[src/rtl/svc_soc_run_ctrl.sv]
// Run lifecycle sequencer: CPU reset hold, run counters, halt/trap/watchdog end, optional UART drain.
// Define SVC_RUN_CTRL_DRAIN_EN to wait for the UART to go idle before reporting done.
module svc_soc_run_ctrl #(
    parameter longint unsigned WATCHDOG_CYCLES = 64'd100_000_000,
    parameter int unsigned     RST_HOLD_CYCLES = 8,
    parameter int unsigned     CNT_W           = 64
) (
    input  logic             clk,
    input  logic             rst,
    input  logic             start,
    input  logic             retired,
    input  logic             halt_req,
    input  logic [7:0]       halt_code,
    input  logic             trap,
    input  logic             uart_tx_busy,
    output logic             cpu_rst,
    output logic             running,
    output logic             done,
    output logic [1:0]       cause,
    output logic [7:0]       exit_code,
    output logic [CNT_W-1:0] cycles,
    output logic [CNT_W-1:0] instret
);

    typedef enum logic [2:0] {
        IDLE,
        HOLD,
        RUN,
        DRAIN,
        DONE
    } state_t;

    localparam int unsigned      HOLD_W    = (RST_HOLD_CYCLES > 1) ? $clog2(RST_HOLD_CYCLES) : 1;
    localparam logic [HOLD_W-1:0] HOLD_LAST = HOLD_W'(RST_HOLD_CYCLES - 1);
    localparam logic [CNT_W-1:0]  CNT_MAX   = '1;
    localparam logic [CNT_W-1:0]  WD_LAST   = CNT_W'(WATCHDOG_CYCLES - 64'd1);
    localparam bit                WD_EN     = (WATCHDOG_CYCLES != 64'd0);

    state_t            state;
    logic [HOLD_W-1:0] hold_cnt;
    logic [CNT_W-1:0]  cycles_next;
    logic [CNT_W-1:0]  instret_next;
    logic              wd_hit;
    logic              term;
    logic [1:0]        term_cause;

    // Saturating counters and the same-cycle end-of-run priority (trap > halt > timeout).
    always_comb begin
        cycles_next  = (cycles == CNT_MAX) ? cycles : cycles + 1'b1;
        instret_next = (retired && instret != CNT_MAX) ? instret + 1'b1 : instret;
        wd_hit       = WD_EN && (cycles == WD_LAST);
        term         = trap || halt_req || wd_hit;
        if (trap)
            term_cause = 2'd2;
        else if (halt_req)
            term_cause = 2'd1;
        else
            term_cause = 2'd3;
    end

    always_ff @(posedge clk or posedge rst) begin
        if (rst) begin
            state     <= IDLE;
            hold_cnt  <= '0;
            cpu_rst   <= 1'b1;
            running   <= 1'b0;
            done      <= 1'b0;
            cause     <= 2'd0;
            exit_code <= 8'd0;
            cycles    <= '0;
            instret   <= '0;
        end else begin
            case (state)
                IDLE, DONE: begin
                    if (start) begin
                        state     <= HOLD;
                        hold_cnt  <= '0;
                        done      <= 1'b0;
                        cause     <= 2'd0;
                        exit_code <= 8'd0;
                        cycles    <= '0;
                        instret   <= '0;
                    end
                end
                HOLD: begin
                    if (hold_cnt == HOLD_LAST) begin
                        state   <= RUN;
                        cpu_rst <= 1'b0;
                        running <= 1'b1;
                    end else begin
                        hold_cnt <= hold_cnt + 1'b1;
                    end
                end
                RUN: begin
                    cycles  <= cycles_next;
                    instret <= instret_next;
                    if (term) begin
                        cause     <= term_cause;
                        exit_code <= (term_cause == 2'd1) ? halt_code : 8'd0;
                        running   <= 1'b0;
                        cpu_rst   <= 1'b1;
`ifdef SVC_RUN_CTRL_DRAIN_EN
                        state     <= DRAIN;
`else
                        state     <= DONE;
                        done      <= 1'b1;
`endif
                    end
                end
                // Only reachable when draining is enabled.
                DRAIN: begin
                    if (!uart_tx_busy) begin
                        state <= DONE;
                        done  <= 1'b1;
                    end
                end
                default: begin
                    state   <= IDLE;
                    cpu_rst <= 1'b1;
                    running <= 1'b0;
                    done    <= 1'b0;
                end
            endcase
        end
    end

endmodule
[config.mk]
export PLATFORM = sky130hd
export DESIGN_NAME = svc_soc_run_ctrl
export DESIGN_NICKNAME = d
export VERILOG_FILES = /design/src/rtl/svc_soc_run_ctrl.sv
export SDC_FILE = /design/constraint.sdc
export NUM_CORES = 1
export LEC_CHECK = 0
export CAP_MARGIN = 20
export CORE_AREA = 3 3 150 152
export CTS_BUF_LIST = sky130_fd_sc_hd__clkbuf_16
export DETAILED_ROUTE_END_ITERATION = 6
export DIE_AREA = 0 0 153 155
export GPL_TIMING_DRIVEN = 0
export PLACE_DENSITY_LB_ADDON = 0.2
export SLEW_MARGIN = 10
export SYNTH_ARGS = -nofsm -noshare
export SYNTH_HDL_FRONTEND = slang
export SYNTH_SLANG_ARGS = --single-unit
[constraint.sdc]
create_clock -name clk -period 8.2 [get_ports clk]
set_clock_uncertainty 0.15 [all_clocks]
set_input_delay 1.23 -clock clk [delete_from_list [all_inputs] [get_ports clk]]
set_output_delay 1.23 -clock clk [all_outputs]
set_load 0.1 [all_outputs]
Word level (Yosys, flattened, before mapping)

Index checks and enable logic that the tools add are counted.

Register bits after elaboration: 147
Bits of input ports: 15
Output and inout bits: 141
Word-level logic and storage cells: 76

Add/sub/neg operators: 3
Eq/ne operators: 16
Multiplexer cells: 31
Bitwise gates (word level): 2
Reductions and logical operators: 15

Operators with widths:

| kind                                                                     | count |
|---|---|
| 64-bit one-hot mux with 2 select lines                                   | 2 |
| 64-bit two-way mux                                                       | 3 |
| 64-bit by 1-bit adder with 64-bit output (second input constant)         | 2 |
| 64-bit by 27-bit equality test with 1-bit output (second input constant) | 1 |
| 64-bit equality test (second input constant)                             | 1 |
| 64-bit != test (second input constant)                                   | 1 |
| 8-bit two-way mux                                                        | 3 |
| 3-bit two-way mux                                                        | 6 |
| 8-bit one-hot mux with 2 select lines                                    | 1 |
| 3-bit AND reduction                                                      | 5 |
| 2-bit != test (second input constant)                                    | 7 |
| 3-bit one-hot mux with 4 select lines                                    | 1 |
| 2-bit two-way mux                                                        | 4 |
| 4-bit AND reduction                                                      | 2 |
| 3-bit by 2-bit equality test with 1-bit output (second input constant)   | 2 |
| 3-bit equality test (second input constant)                              | 2 |
| 1-bit two-way mux                                                        | 6 |
| 1-bit one-hot mux with 3 select lines                                    | 2 |
| 3-bit one-hot mux with 2 select lines                                    | 1 |
| 1-bit one-hot mux with 4 select lines                                    | 1 |
| 2-bit one-hot mux with 2 select lines                                    | 1 |
| 2-bit nonzero test                                                       | 2 |
| 3-bit by 1-bit adder with 3-bit output (second input constant)           | 1 |
| 3-bit by 1-bit equality test with 1-bit output (second input constant)   | 1 |
| other kinds (7)                                                          | 9 |

Logic depth before layout (Yosys ltp)

Gate-level depths: netlist of run 1.

Depth after elaboration: 6
Depth in mapped cells: 10
Mapped depth without buffers: 7

Worst setup path after synthesis of run 1

No wires, ideal clock.

Path kind: register to register
Start: reg cycles[11]
End: reg cycles[2]
Arrival: 2.885 ns
Required time: 7.875 ns
Setup slack: 4.990 ns
Cell stages (with the launch flop): 11
Period minus slack after synthesis: 3.210 ns
Cells stage by stage: dfrtp_1 > buf_4 > nand4_2 > or3_1 > buf_6 > nor4_4 > buf_6 > a31oi_2 > buf_2 > a21oi_1 > a31oi_1

Word-level cells in the longest chain between the ends: 3

RTL lines:

| element                       | line | source |
|---|---|---|
| from (decl)                   | 21   | `output logic [CNT_W-1:0] cycles,` |
| from (signal assigned)        | 95   | `cycles <= cycles_next;` |
| 64-bit equality test          | 49   | `cycles_next = (cycles == CNT_MAX) ? cycles : cycles + 1'b1;` |
| 2-bit != test (no line)       | --   |  |
| 3-bit AND reduction (no line) | --   |  |

Every way passes these cells.
A chain may end at the register's enable or synchronous reset.

Final worst setup path of run 1

Start: reg cycles[33]
End: out cycles[33]

No word-level cell between the ends.

==> results of run 1 <==
[Yosys cell counts, drive strengths merged, types with 22 or more instances]
library cell / instances / area, sq um
clkbuf: 31 / 121
o31ai: 26 / 223
nand3: 60 / 305
inv: 23 / 86.3
dfrtp: 146 / 3650
o21ai: 145 / 726
a31oi: 39 / 250
nand2: 98 / 375
nand4: 57 / 369
and3: 25 / 156
and4: 22 / 193
buf: 27 / 158
a21oi: 49 / 245
nor2: 46 / 175
[flip-flops by register name, indices dropped and copies added, names as in the netlist, 2 cells and up]
name,flops
exit_code,8
cause,2
state,3
instret,64
cycles,64
hold_cnt,3
[metrics by stage]
step	cell area, sq um	util (%)	power (mW)	setup slack, ns
finish	10900	51.7	2.36	4.63
global route	10900	51.7	2.45	4.57
CTS	10900	51.7	2.36	4.61
detailed placement	10300	48.9	1.58	4.65
global placement	10300	48.7	1.57	0.453
floorplan	8420	-	1.35	2.87
[cells by family (layout without fill, tap and decap cells)]
family                   Yosys count  after routing  synth area share [%]
flip-flops                       147            147                  43.7
buffers and inverters             81            269                  4.34
adder cells (fa/ha/maj)            4              4                 0.595
XOR/XNOR                          18             18                  1.87
AND/OR/NAND/NOR                  411            411                  27.1
multiplexers                       5              5                 0.624
AO/OA/AOI/OAI                    305            305                  21.7
[metal layers]
layer  GRT usage, %  up-vias
met5              0        -
met4           7.25        0
met3           5.26       45
met2           36.2      442
li1               -     4046
met1           36.9     4259
[layout make-up]
type,instances,area share [%]
clock inverter,15,1.42
timing repair buffer,156,14.4
tap,275,3.15
multi-input combinational,743,40.0
clock buffer,17,3.89
buffer,58,2.55
inverter,23,0.859
sequential,147,33.7
[path summary, 6_finish.rpt]
check / end / depth (start not counted) / slack (ns)
worst max-delay path: cycles[33] / 1 / 4.63
worst min-delay path: hold_cnt[1]$_DFFE_PP0P_ / 1 / 0.35
worst max register to register: instret[25]$_DFFE_PP0P_ / 8 / 4.93
worst min register to register: hold_cnt[1]$_DFFE_PP0P_ / 1 / 0.35
max in group asynchronous: cpu_rst$_DFFE_PP1P_ / 3 / 6.02
min in group asynchronous: cycles[32]$_DFFE_PP0P_ / 2 / 1.05
[placed cells by master (no fill, tap or decap), types with 6 or more instances in the layout]
master / Yosys / routed
xor2_1: 12 / 12
clkdlybuf4s50_1: 0 / 155
o31ai_1: 24 / 24
inv_1: 23 / 22
and4_1: 22 / 22
clkbuf_1: 27 / 27
nor2_1: 45 / 45
xnor2_1: 6 / 6
or3_1: 18 / 18
dfrtp_1: 146 / 146
and2_1: 17 / 17
clkbuf_16: 0 / 17
o21ai_1: 8 / 8
buf_2: 21 / 21
or4_1: 7 / 7
nand2_1: 97 / 97
a22o_1: 11 / 11
and3_1: 25 / 25
a21oi_1: 49 / 49
o21ai_0: 137 / 137
nor4_1: 17 / 17
nor3_1: 18 / 18
nand3_1: 59 / 59
nand4_1: 55 / 55
a31oi_1: 38 / 38
a41oi_1: 7 / 7
[report_power, final]
part           switching (mW)  leakage (nW)  total, mW  internal [mW]
sequential             0.0591          2.04      0.835          0.776
combinational           0.556          2.03      0.739          0.184
clock                   0.339         0.270      0.788          0.450
[worst reg2reg max path, delay by kind of cell, from the launching register on]
kind | cells | cell delay (ns)
buf+inv | 3 | 1.33
compound gates | 2 | 0.54
flops | 1 | 0.31
simple gates | 3 | 0.86
==> flow_summary.json, run 1 <==
{
  "status": "completed",
  "max_freq_ghz": 0.280,
  "crit_path_start_kind": "flop",
  "die_h_microns": 155,
  "met3_length_microns": 2830,
  "hp-start": "hold_cnt[1]$_DFFE_PP0P_",
  "drt-total-wl_microns": 29700,
  "startpoint": "cycles[33]$_DFFE_PP0P_",
  "crit-reg2reg-launch": "state[1]$_DFFE_PP0P_",
  "row_count": 53,
  "dr_wl_met2_microns": 13000,
  "slew_viol_final": 0,
  "cts_hold_buf": 0,
  "clockBufferDepth": 2,
  "clock_sink_count": 147,
  "power.density_mw_per_mm2": 216,
  "drive_gt1_share_pct": 7.51,
  "hold_ws_ns": 0.350,
  "clk_pin_slew_ns": 0.07,
  "seq_area_sq_mm": 0.00368,
  "max_stage_delay_ns": 1.20,
  "synth_cell_types": 69,
  "synth_top_flop_cell": "dfrtp_1",
  "die-width_microns": 153,
  "synth_area_sq_mm": 0.00842,
  "ys_warn_count": 0,
  "cts-root-buf": "clkbuf_16",
  "drt_iter0_drc": 925,
  "highest_layer": "met4",
  "grt_pass1_vias": 8098,
  "leakage_nw": 4.34,
  "drt-met1-wl_microns": 13200,
  "cp_top_family": "buffers and inverters",
  "grt-ovfl-total": 0,
  "ant_nets": 0,
  "hp-class": "reg2reg",
  "antenna_found_initial": 0,
  "crit_path_end_kind": "primary output",
  "path_buf_inv": 1,
  "critPathKind": "reg2out",
  "routed-via-count": 8792,
  "ys_seq_area_share_pct": 43.7,
  "required_ns": 6.82,
  "antenna_cells": 0,
  "syn_nets": 990,
  "min_period_ns": 3.57,
  "grt_usage_pct": 24.7,
  "multiInputGateArea_sq_mm": 0.00437,
  "grt_pass1_wl_microns": 46800,
  "rsz0062_at_grt": "no",
  "drv_cap": 0,
  "drcViolationCount": 0,
  "finalCritPeriodShare_pct": 43.6,
  "fin_tns_setup_ns": 0,
  "gp_congestion": 0.979,
  "h-tree-depth": 4,
  "core_area_sq_mm": 0.0212,
  "irDropWorstVdd_uv": 171,
  "firstDrtPassIters": 5,
  "grt_max_degree": 96,
  "place_inst": 1402,
  "crit_chain": "clkdlybuf4s50_1",
  "hold_violations": 0,
  "clock_latency_ns": 0.43,
  "cts_setup_buffers": 0,
  "io_buffers": 155,
  "dp_hpwl_microns": 20900,
  "crit_arrival_ns": 2.19,
  "syn_area_per_cell_sq_um": 8.67,
  "syn_to_final_growth_pct": 29.8,
  "final_nets": 1165,
  "tightest_slew_ns": 1.05,
  "synth.ff_latch_count": 147,
  "die-area_sq_mm": 0.0237,
  "final_cells": 1434,
  "numCtsBuffers": 17,
  "initial_core_util_pct": 39.8,
  "cts_tree": "built",
  "wl_per_cell_microns": 20.7,
  "crit_fanout": 9,
  "syn_inst": 971,
  "setup_viol": 0,
  "crit_slowest_cell": "clkdlybuf4s50_1",
  "slew-limit-headroom_pct": 29.8,
  "ctsResizeCount": 0,
  "synthArstFlopShare_pct": 100,
  "n_fill_cell": 1983,
  "vias_per_cell": 6.13,
  "ios": 156,
  "synth_edf_count": 0
}
(Power assumes the default switching activity.)
==> run 2: changes to the inputs <==
- clock period: 8.2 -> 3.5 ns (I/O delays scaled with it)
==> run 2 against run 1 <==
  * Die area stayed put
  * First-iteration DRC count is 4.8% higher
  * Clock power grew to 2.6 times the previous value
  * Cell area is 0.96% higher
  * Sequential share of layout area is 0.32 points lower
  * Hold slack better by 0.0037 ns
  * Setup slack worse by 4.3 ns
  * Register-to-register slack worse by 4.7 ns
  * Combinational power is 140% higher
  * Highest routed layer unchanged
  * Total power is 140% higher
  * Critical path depth is 6 higher
  * Critical path type is now reg2reg
==> flow_summary.json, run 2 (same netlist as run 1, synthesis figures left out) <==
{
  "grt_pass1_vias": 8206,
  "required_ns": 3.67,
  "tightest_slew_ns": 1.05,
  "cts_hold_buf": 0,
  "firstDrtPassIters": 6,
  "n_fill_cell": 1960,
  "io_buffers": 155,
  "crit_path_start_kind": "flop",
  "syn_to_final_growth_pct": 31.1,
  "p_int_mw": 3.51,
  "cts_tree": "built",
  "clk_pin_slew_ns": 0.07,
  "fin_tns_setup_ns": 0,
  "crit_fanout": 9,
  "core_area_sq_mm": 0.0212,
  "drt-total-wl_microns": 29900,
  "slew-limit-headroom_pct": 29.5,
  "drv_cap": 0,
  "place_inst": 1405,
  "row_count": 53,
  "crit_chain": "nor4_1 -> nand4_1 -> nor4_1 -> a31oi_1 -> or2_1 -> buf_2 -> a22o_1",
  "top_regs": "cycles x64, instret x64, exit_code x8",
  "final_cells": 1436,
  "crit_path_end_kind": "flop",
  "final_nets": 1168,
  "cp_top_family": "simple AND/OR/NAND/NOR gates",
  "hp-start": "exit_code[0]$_DFFE_PP0P_",
  "antenna_cells": 0,
  "crit-reg2reg-launch": "cycles[33]$_DFFE_PP0P_",
  "cts_setup_buffers": 0,
  "routed-via-count": 8738,
  "hold_violations": 0,
  "final_cell_mix": "155 x clkdlybuf4s50_1, 146 x dfrtp_1, 137 x o21ai_0",
  "clockBufferDepth": 2,
  "p_comb_share_pct": 30.4,
  "path_buf_inv": 1,
  "slew_viol_final": 0,
  "ctsResizeCount": 0,
  "die-area_sq_mm": 0.0237,
  "drcViolationCount": 0,
  "multiInputGateArea_sq_mm": 0.00437,
  "drt_iter0_drc": 969,
  "clock_latency_ns": 0.44,
  "ios": 156,
  "grt_max_degree": 33,
  "crit_slowest_cell": "nor4_1",
  "max_stage_delay_ns": 0.67,
  "status": "completed",
  "power.density_mw_per_mm2": 520,
  "seqPwrFrac_pct": 34.1,
  "final_util_pct": 52.2,
  "grt_pass1_wl_microns": 47400,
  "numCtsBuffers": 17,
  "path_common_cell": "nor4_1",
  "startpoint": "cycles[33]$_DFFE_PP0P_",
  "seq_area_sq_mm": 0.00368,
  "crit_arrival_ns": 3.39,
  "h-tree-depth": 4,
  "power_frac_clock_pct": 35.5,
  "initial_core_util_pct": 39.8,
  "hp-class": "reg2reg",
  "finalCritPeriodShare_pct": 92.1,
  "design_area_sq_mm": 0.0110,
  "grt_usage_pct": 25.0,
  "drive_gt1_share_pct": 7.75,
  "dp_hpwl_microns": 21400,
  "leakage_nw": 4.39,
  "die_h_microns": 155,
  "p_sw_share_pct": 38.8,
  "place_area_sq_mm": 0.0104,
  "grt-ovfl-total": 0,
  "antenna_found_initial": 0,
  "power_mw": 5.74,
  "rsz0062_at_grt": "no",
  "die-width_microns": 153,
  "critPathKind": "reg2reg",
  "layout_commonest_cell": "clkdlybuf4s50_1",
  "irDropWorstVdd_uv": 568,
  "cts-root-buf": "clkbuf_16",
  "vias_per_cell": 6.08,
  "max_freq_ghz": 0.310,
  "ant_nets": 0,
  "wl_per_cell_microns": 20.8,
  "setup_viol": 0,
  "gp_congestion": 0.919,
  "min_period_ns": 3.22,
  "switchingPower_mw": 2.23,
  "clock_sink_count": 147
}
-- run 2: changes by cell type in the layout (fill, tap and decap cells not counted), moves of 2 or more --
cell	previous run	this run
inv_6	4	1
clkinvlp_4	5	3
buf_12	0	4
clkinv_2	2	4
bufinv_16	2	5
-- run 2: power groups by stage --
stage	Clock, mW	Combinational, mW	Sequential [mW]
6_report	2.04	1.75	1.95
2_1_floorplan	0	0.606	2.56
4_1_cts	2.05	1.73	1.95
3_3_place_gp	0	1.71	1.98
3_5_place_dp	0	1.73	1.98
5_1_grt	2.13	1.85	1.97
-- run 2: path summary, 6_finish.rpt --
check | end | slack [ns] | cells after the start
setup / recovery | exit_code[4]$_DFFE_PP0P_ | 0.28 | 7
min in group asynchronous | cycles[46]$_DFFE_PP0P_ | 0.41 | 2
max in group asynchronous | instret[48]$_DFFE_PP0P_ | 1.68 | 5
hold / removal | exit_code[0]$_DFFE_PP0P_ | 0.35 | 1
hold reg to reg | exit_code[0]$_DFFE_PP0P_ | 0.35 | 1
setup reg to reg | exit_code[4]$_DFFE_PP0P_ | 0.28 | 7
-- run 2: final cells by class --
class	instances	share of cell area, %
Buffer	58	2.53
Inverter	23	0.817
Timing Repair Buffer	159	14.8
Clock buffer	17	3.86
Multi-Input combinational cell	743	39.6
Clock inverter	14	1.92
Tap cell	275	3.12
Sequential cell	147	33.4
-- run 2: through the flow --
stage / worst slack (ns) / hold WS [ns]
floorplan: 0.290 / 0.320
global placement: -0.511 / 0.335
detailed placement: 0.347 / 0.336
CTS: 0.343 / 0.356
global route: 0.0746 / 0.374
finish: 0.276 / 0.354
-- run 2: routing by layer --
metal / part of all wire, % / track usage, % / up-vias / wire length, microns
met5: 0 / 0 / - / 0
met4: 1.9 / 7.38 / 0 / 582
met3: 8.4 / 6.93 / 48 / 2510
met2: 43 / 36.2 / 380 / 13000
met1: 46 / 36.7 / 4279 / 13800
li1: - / - / 4031 / -
